### config.mk
export PLATFORM = sky130hd
export DESIGN_NAME = xgmii_tx_arb
export DESIGN_NICKNAME = d
export VERILOG_FILES = /design/src/rtl/xgmii_pkg.sv /design/src/rtl/rr_pick.sv /design/src/rtl/xgmii_tx_arb.sv
export SDC_FILE = /design/constraint.sdc
export NUM_CORES = 1
export LEC_CHECK = 0
export BUFFER_PORTS_ARGS = -buffer_cell sky130_fd_sc_hd__buf_4
export CORE_AREA = 2 2 152 154
export DETAILED_ROUTE_END_ITERATION = 6
export DIE_AREA = 0 0 154 156
export GPL_TIMING_DRIVEN = 0
export PLACE_DENSITY = 0.59
export SKIP_LAST_GASP = 1
export SLEW_MARGIN = 0
export SYNTH_ARGS = -nofsm -noshare
export SYNTH_HDL_FRONTEND = slang
export SYNTH_SLANG_ARGS = --single-unit
### constraint.sdc
create_clock -name xgmii_clk -period 4.13 [get_ports xgmii_clk]
set_input_delay 0.826 -clock xgmii_clk [delete_from_list [all_inputs] [get_ports xgmii_clk]]
set_output_delay 0.826 -clock xgmii_clk [all_outputs]
set_load 0.005 [all_outputs]
### src/rtl/xgmii_pkg.sv
// Shared XGMII byte/word constants and the TX arbiter state encoding.
package xgmii_pkg;

    localparam logic [7:0]  XGMII_IDLE       = 8'h07;
    localparam logic [7:0]  XGMII_ERROR      = 8'hFE;
    localparam logic [7:0]  XGMII_CTRL_ALL   = 8'hFF;
    localparam logic [63:0] XGMII_IDLE_WORD  = {8{XGMII_IDLE}};
    localparam logic [63:0] XGMII_ERROR_WORD = {8{XGMII_ERROR}};

    typedef enum logic [1:0] {
        StIdle,
        StXfer,
        StIfg
    } arb_state_e;

endpackage

### src/rtl/rr_pick.sv
// Round-robin picker: first set req bit searching upward from last+1, wrapping.
module rr_pick #(
    parameter int unsigned NPORT = 4
) (
    input  logic [NPORT-1:0]         req,
    input  logic [$clog2(NPORT)-1:0] last,
    output logic                     found,
    output logic [$clog2(NPORT)-1:0] idx
);

    localparam int unsigned PW = $clog2(NPORT);

    logic [PW-1:0] cand;

    always_comb begin
        found = 1'b0;
        idx   = last;
        cand  = last;
        for (int unsigned k = 0; k < NPORT; k++) begin
            cand = (cand == PW'(NPORT - 1)) ? '0 : cand + 1'b1;
            if (!found && req[cand]) begin
                found = 1'b1;
                idx   = cand;
            end
        end
    end

endmodule

### src/rtl/xgmii_tx_arb.sv
// Round-robin arbiter sharing one XGMII TX lane between NPORT frame sources,
// with inter-frame gap insertion and forced abort of over-long grants.
module xgmii_tx_arb
    import xgmii_pkg::*;
#(
    parameter int unsigned NPORT     = 4,
    parameter int unsigned IFG_WORDS = 1,
    parameter int unsigned MAX_WORDS = 1200
) (
    input  logic                     xgmii_clk,
    input  logic                     sys_rst,
    input  logic [NPORT-1:0]         req,
    output logic [NPORT-1:0]         gnt,
    input  logic [64*NPORT-1:0]      src_txd,
    input  logic [8*NPORT-1:0]       src_txc,
    input  logic [NPORT-1:0]         src_eof,
    output logic [63:0]              xgmii_txd,
    output logic [7:0]               xgmii_txc,
    output logic                     busy,
    output logic [$clog2(NPORT)-1:0] cur_port,
    output logic [15:0]              abort_cnt
);

    localparam int unsigned PW  = $clog2(NPORT);
    localparam int unsigned WCW = $clog2(MAX_WORDS + 1);
    localparam int unsigned ICW = (IFG_WORDS > 1) ? $clog2(IFG_WORDS) : 1;

    arb_state_e       state_q, state_d;
    logic [NPORT-1:0] gnt_q, gnt_d;
    logic [PW-1:0]    cur_port_q, cur_port_d;
    logic [WCW-1:0]   word_cnt_q, word_cnt_d, word_cnt_inc;
    logic [ICW-1:0]   ifg_cnt_q, ifg_cnt_d;
    logic [15:0]      abort_cnt_q, abort_cnt_d;
    logic [63:0]      txd_q, txd_d;
    logic [7:0]       txc_q, txc_d;

    logic             pick_found;
    logic [PW-1:0]    pick_idx;
    logic [63:0]      sel_txd;
    logic [7:0]       sel_txc;
    logic             sel_eof;

    rr_pick #(
        .NPORT (NPORT)
    ) u_rr_pick (
        .req   (req),
        .last  (cur_port_q),
        .found (pick_found),
        .idx   (pick_idx)
    );

    assign sel_txd = src_txd[64*cur_port_q +: 64];
    assign sel_txc = src_txc[8*cur_port_q +: 8];
    assign sel_eof = src_eof[cur_port_q];

    always_comb begin
        state_d      = state_q;
        gnt_d        = gnt_q;
        cur_port_d   = cur_port_q;
        word_cnt_d   = word_cnt_q;
        ifg_cnt_d    = ifg_cnt_q;
        abort_cnt_d  = abort_cnt_q;
        txd_d        = XGMII_IDLE_WORD;
        txc_d        = XGMII_CTRL_ALL;
        word_cnt_inc = word_cnt_q + 1'b1;

        unique case (state_q)
            StIdle: begin
                if (pick_found) begin
                    state_d    = StXfer;
                    gnt_d      = NPORT'(1) << pick_idx;
                    cur_port_d = pick_idx;
                    word_cnt_d = '0;
                end
            end
            StXfer: begin
                txd_d      = sel_txd;
                txc_d      = sel_txc;
                word_cnt_d = word_cnt_inc;
                if (sel_eof || (word_cnt_inc == WCW'(MAX_WORDS))) begin
                    state_d    = StIfg;
                    gnt_d      = '0;
                    word_cnt_d = '0;
                    ifg_cnt_d  = '0;
                    // eof wins: a frame ending exactly on the limit is a normal end.
                    if (!sel_eof) begin
                        txd_d = XGMII_ERROR_WORD;
                        txc_d = XGMII_CTRL_ALL;
                        if (abort_cnt_q != 16'hFFFF) begin
                            abort_cnt_d = abort_cnt_q + 16'd1;
                        end
                    end
                end
            end
            StIfg: begin
                if (ifg_cnt_q == ICW'(IFG_WORDS - 1)) begin
                    state_d = StIdle;
                end else begin
                    ifg_cnt_d = ifg_cnt_q + 1'b1;
                end
            end
            default: state_d = StIdle;
        endcase
    end

    always_ff @(posedge xgmii_clk) begin
        if (sys_rst) begin
            state_q     <= StIdle;
            gnt_q       <= '0;
            cur_port_q  <= PW'(NPORT - 1);
            word_cnt_q  <= '0;
            ifg_cnt_q   <= '0;
            abort_cnt_q <= '0;
            txd_q       <= XGMII_IDLE_WORD;
            txc_q       <= XGMII_CTRL_ALL;
        end else begin
            state_q     <= state_d;
            gnt_q       <= gnt_d;
            cur_port_q  <= cur_port_d;
            word_cnt_q  <= word_cnt_d;
            ifg_cnt_q   <= ifg_cnt_d;
            abort_cnt_q <= abort_cnt_d;
            txd_q       <= txd_d;
            txc_q       <= txc_d;
        end
    end

    assign gnt       = gnt_q;
    assign xgmii_txd = txd_q;
    assign xgmii_txc = txc_q;
    assign busy      = (state_q != StIdle);
    assign cur_port  = cur_port_q;
    assign abort_cnt = abort_cnt_q;

endmodule

==> out/metrics.cfg <==
[route]
dr.first_iter.drc_count = 307
drc = 0
num_vias = 5770
wl_per_cell_um = 19.9
via_per_inst = 4.81
drtAntennaViolNets = 0
firstDrtPassIters = 4
wl_um = 23800

[placement]
io_buffers = 391
placedCellCount = 1185
place_congestion = 0.789
hpwl_um = 20100

[yosys]
synth_cell_types = 52
ys.warnings.count = 0
synthesis.nets = 810
netlist_instances = 509
yosysTopAreaCell = dfxtp_1
synth_ff_type = dfxtp_1
synth_top_cell_area_share = 0.375
ys_top_cells_by_count = dfxtp_1, mux4_2, o21a_1
yosysMostFrequentCell = dfxtp_1
synth_enable_flop_cells = 0
synth.avg_cell_area_um2 = 11.2
synth_seq_cells = 107
synthArstFlopShare = 0
yosysSeqAreaShare = 0.375
synth_area_leaders = dfxtp_1, mux4_2, o21a_1, nand2b_1, o21ai_0
netlist_area_um2 = 5720

[clock_tree]
cts_tree = done
cts.clk_slew.worst_paths_ns = 0.07
numCtsBuffers = 9
cts.sinks = 107
post-cts-setup-buffer-count = 0
htree_levels = 3
postCtsHoldBufs = 0
cts_resized = 0
root_buffer = clkbuf_16
clock_latency_ns = 0.35
cts_buffer_depth = 2

[final_layout]
final_nets = 1212
n_antenna_cell = 0
area_growth_pct = 63.1
num-fill-cells = 2255
stdcell_count = 1199
final_layout_size_suffix_gt1_frac = 0.532

[sta]
maxSlewViolCount = 0
fmaxAchievable_mhz = 316
min_period_ns = 3.16
skew_ns = 0.0108
min_period_over_period = 0.765
hold_viol_final = 0
worst_slew_pin_slew_ns = 0.916
final.setup.tns_ns = 0
setup_viol = 0
rsz0062_at_grt = no
worst_slew_margin_rel = 0.389

[status]
status = finished, final reports clean

[floorplanning]
rows = 55
start_util = 0.256
design.core.area_um2 = 22400
die_w_um = 154
die_h_um = 156
dieArea_um2 = 24000
io_pins = 393

[grt]
antenna_found_initial = 0
first_global_vias = 6038
grtUsageTotal = 0.191
grt_pass1_wl_um = 34600
grt_max_degree = 17
gr-total-overflow = 0

[setup_path]
end_kind = register
cp.required_ns = 4.43
crit_type = reg2reg
cp.arrival_ns = 3.46
cp-start-kind = register
path_max_fanout = 10

[pwr]
p_leak_uw = 0.00402
p_per_area_nw_per_um2 = 369
peakVddDrop_v = 0.000208
power_uw = 3440

[min_path]
hold_path_class = reg2reg

[job]
maxCapViolations = 0

## layout by cell type (no fill, tap or decap), drive strengths merged, types with 22 or more instances in the layout
cell    count
a21oi      22
clkbuf     43
dfxtp     107
o21a       42
mux4       73
o21ai      28
nand2b     28
buf       399
## routing by layer
metal | global-route usage | vias to the layer above | part of all wire
met2 | 0.341 | 253 | 0.52
li1 | - | 2754 | -
met5 | 0 | - | 0
met1 | 0.227 | 2742 | 0.39
met3 | 0.0478 | 21 | 0.070
met4 | 0.0556 | 0 | 0.015
## per-stage QoR
stage | cell area [µm²] | utilization | hold WS (ns) | worst slack (ns)
5_1_grt | 9320 | 0.417 | 0.502 | 0.654
3_5_place_dp | 9010 | 0.403 | 0.462 | 0.794
4_1_cts | 9320 | 0.417 | 0.479 | 0.923
6_report | 9320 | 0.417 | 0.482 | 0.969
2_1_floorplan | 5720 | - | 0.456 | 1.12
3_3_place_gp | 9010 | 0.403 | 0.457 | 0.779
## power by group
part           switching, µW  internal (µW)  leakage, µW
sequential              40.0           1130     0.000872
combinational            562            781      0.00299
clock                    389            543     0.000155
total                    992           2450      0.00402
## path summary, 6_finish.rpt
| path | end | from | depth (start not counted) | slack, ns |
|---|---|---|---|---|
| worst max-delay path | xgmii_txd[37]$_SDFF_PP0_ | word_cnt_q[0]$_SDFFE_PP0P_ | 10 | 0.97 |
| worst min-delay path | gnt[2]$_SDFFE_PP0P_ | gnt[2]$_SDFFE_PP0P_ | 1 | 0.48 |
| worst min register to register | gnt[2]$_SDFFE_PP0P_ | gnt[2]$_SDFFE_PP0P_ | 1 | 0.48 |
| worst max register to register | xgmii_txd[37]$_SDFF_PP0_ | word_cnt_q[0]$_SDFFE_PP0P_ | 10 | 0.97 |
## layout make-up
cell class / instances / area (µm²) / share of cell area
multi-input cells: 343 / 3340 / 0.359
repair buffers: 391 / 2940 / 0.315
flip-flops and latches: 107 / 2140 / 0.230
well taps: 285 / 357 / 0.0383
clock buffers: 10 / 239 / 0.0256
plain buffers: 41 / 164 / 0.0176
clock inverters: 4 / 73.8 / 0.00792
inverters: 18 / 67.6 / 0.00725
## worst max-delay path: stages (launching register included)
cell and delay [ns]:
dfxtp_1 0.38, ha_1 0.16, clkbuf_1 0.30, and3b_1 0.21, o211ai_1 0.08, a221o_1 0.38, or3_1 0.45, nor2_1 0.29
buf_2 0.29, buf_1 0.37, o21a_1 0.20
## sequential cells by signal (all words and copies together) (netlist names)
| name | count |
|---|---|
| xgmii_txc | 8 |
| state_q | 2 |
| abort_cnt | 16 |
| xgmii_txd | 64 |
| gnt | 4 |
| word_cnt_q | 11 |
| cur_port | 2 |
## logic make-up (layout without fill, tap and decap cells)
group                    count (synthesis)  in the layout  share of synthesized area
buffers and inverters                   59            464                     0.0405
adder cells (fa/ha/maj)                  3              3                    0.00657
AO/OA/AOI/OAI                          127            127                      0.148
AND/OR/NAND/NOR                        131            131                      0.127
multiplexers                            79             79                      0.298
XOR/XNOR                                 3              3                    0.00460
flip-flops                             107            107                      0.375
Note: power is estimated with default switching activity, not from simulation.
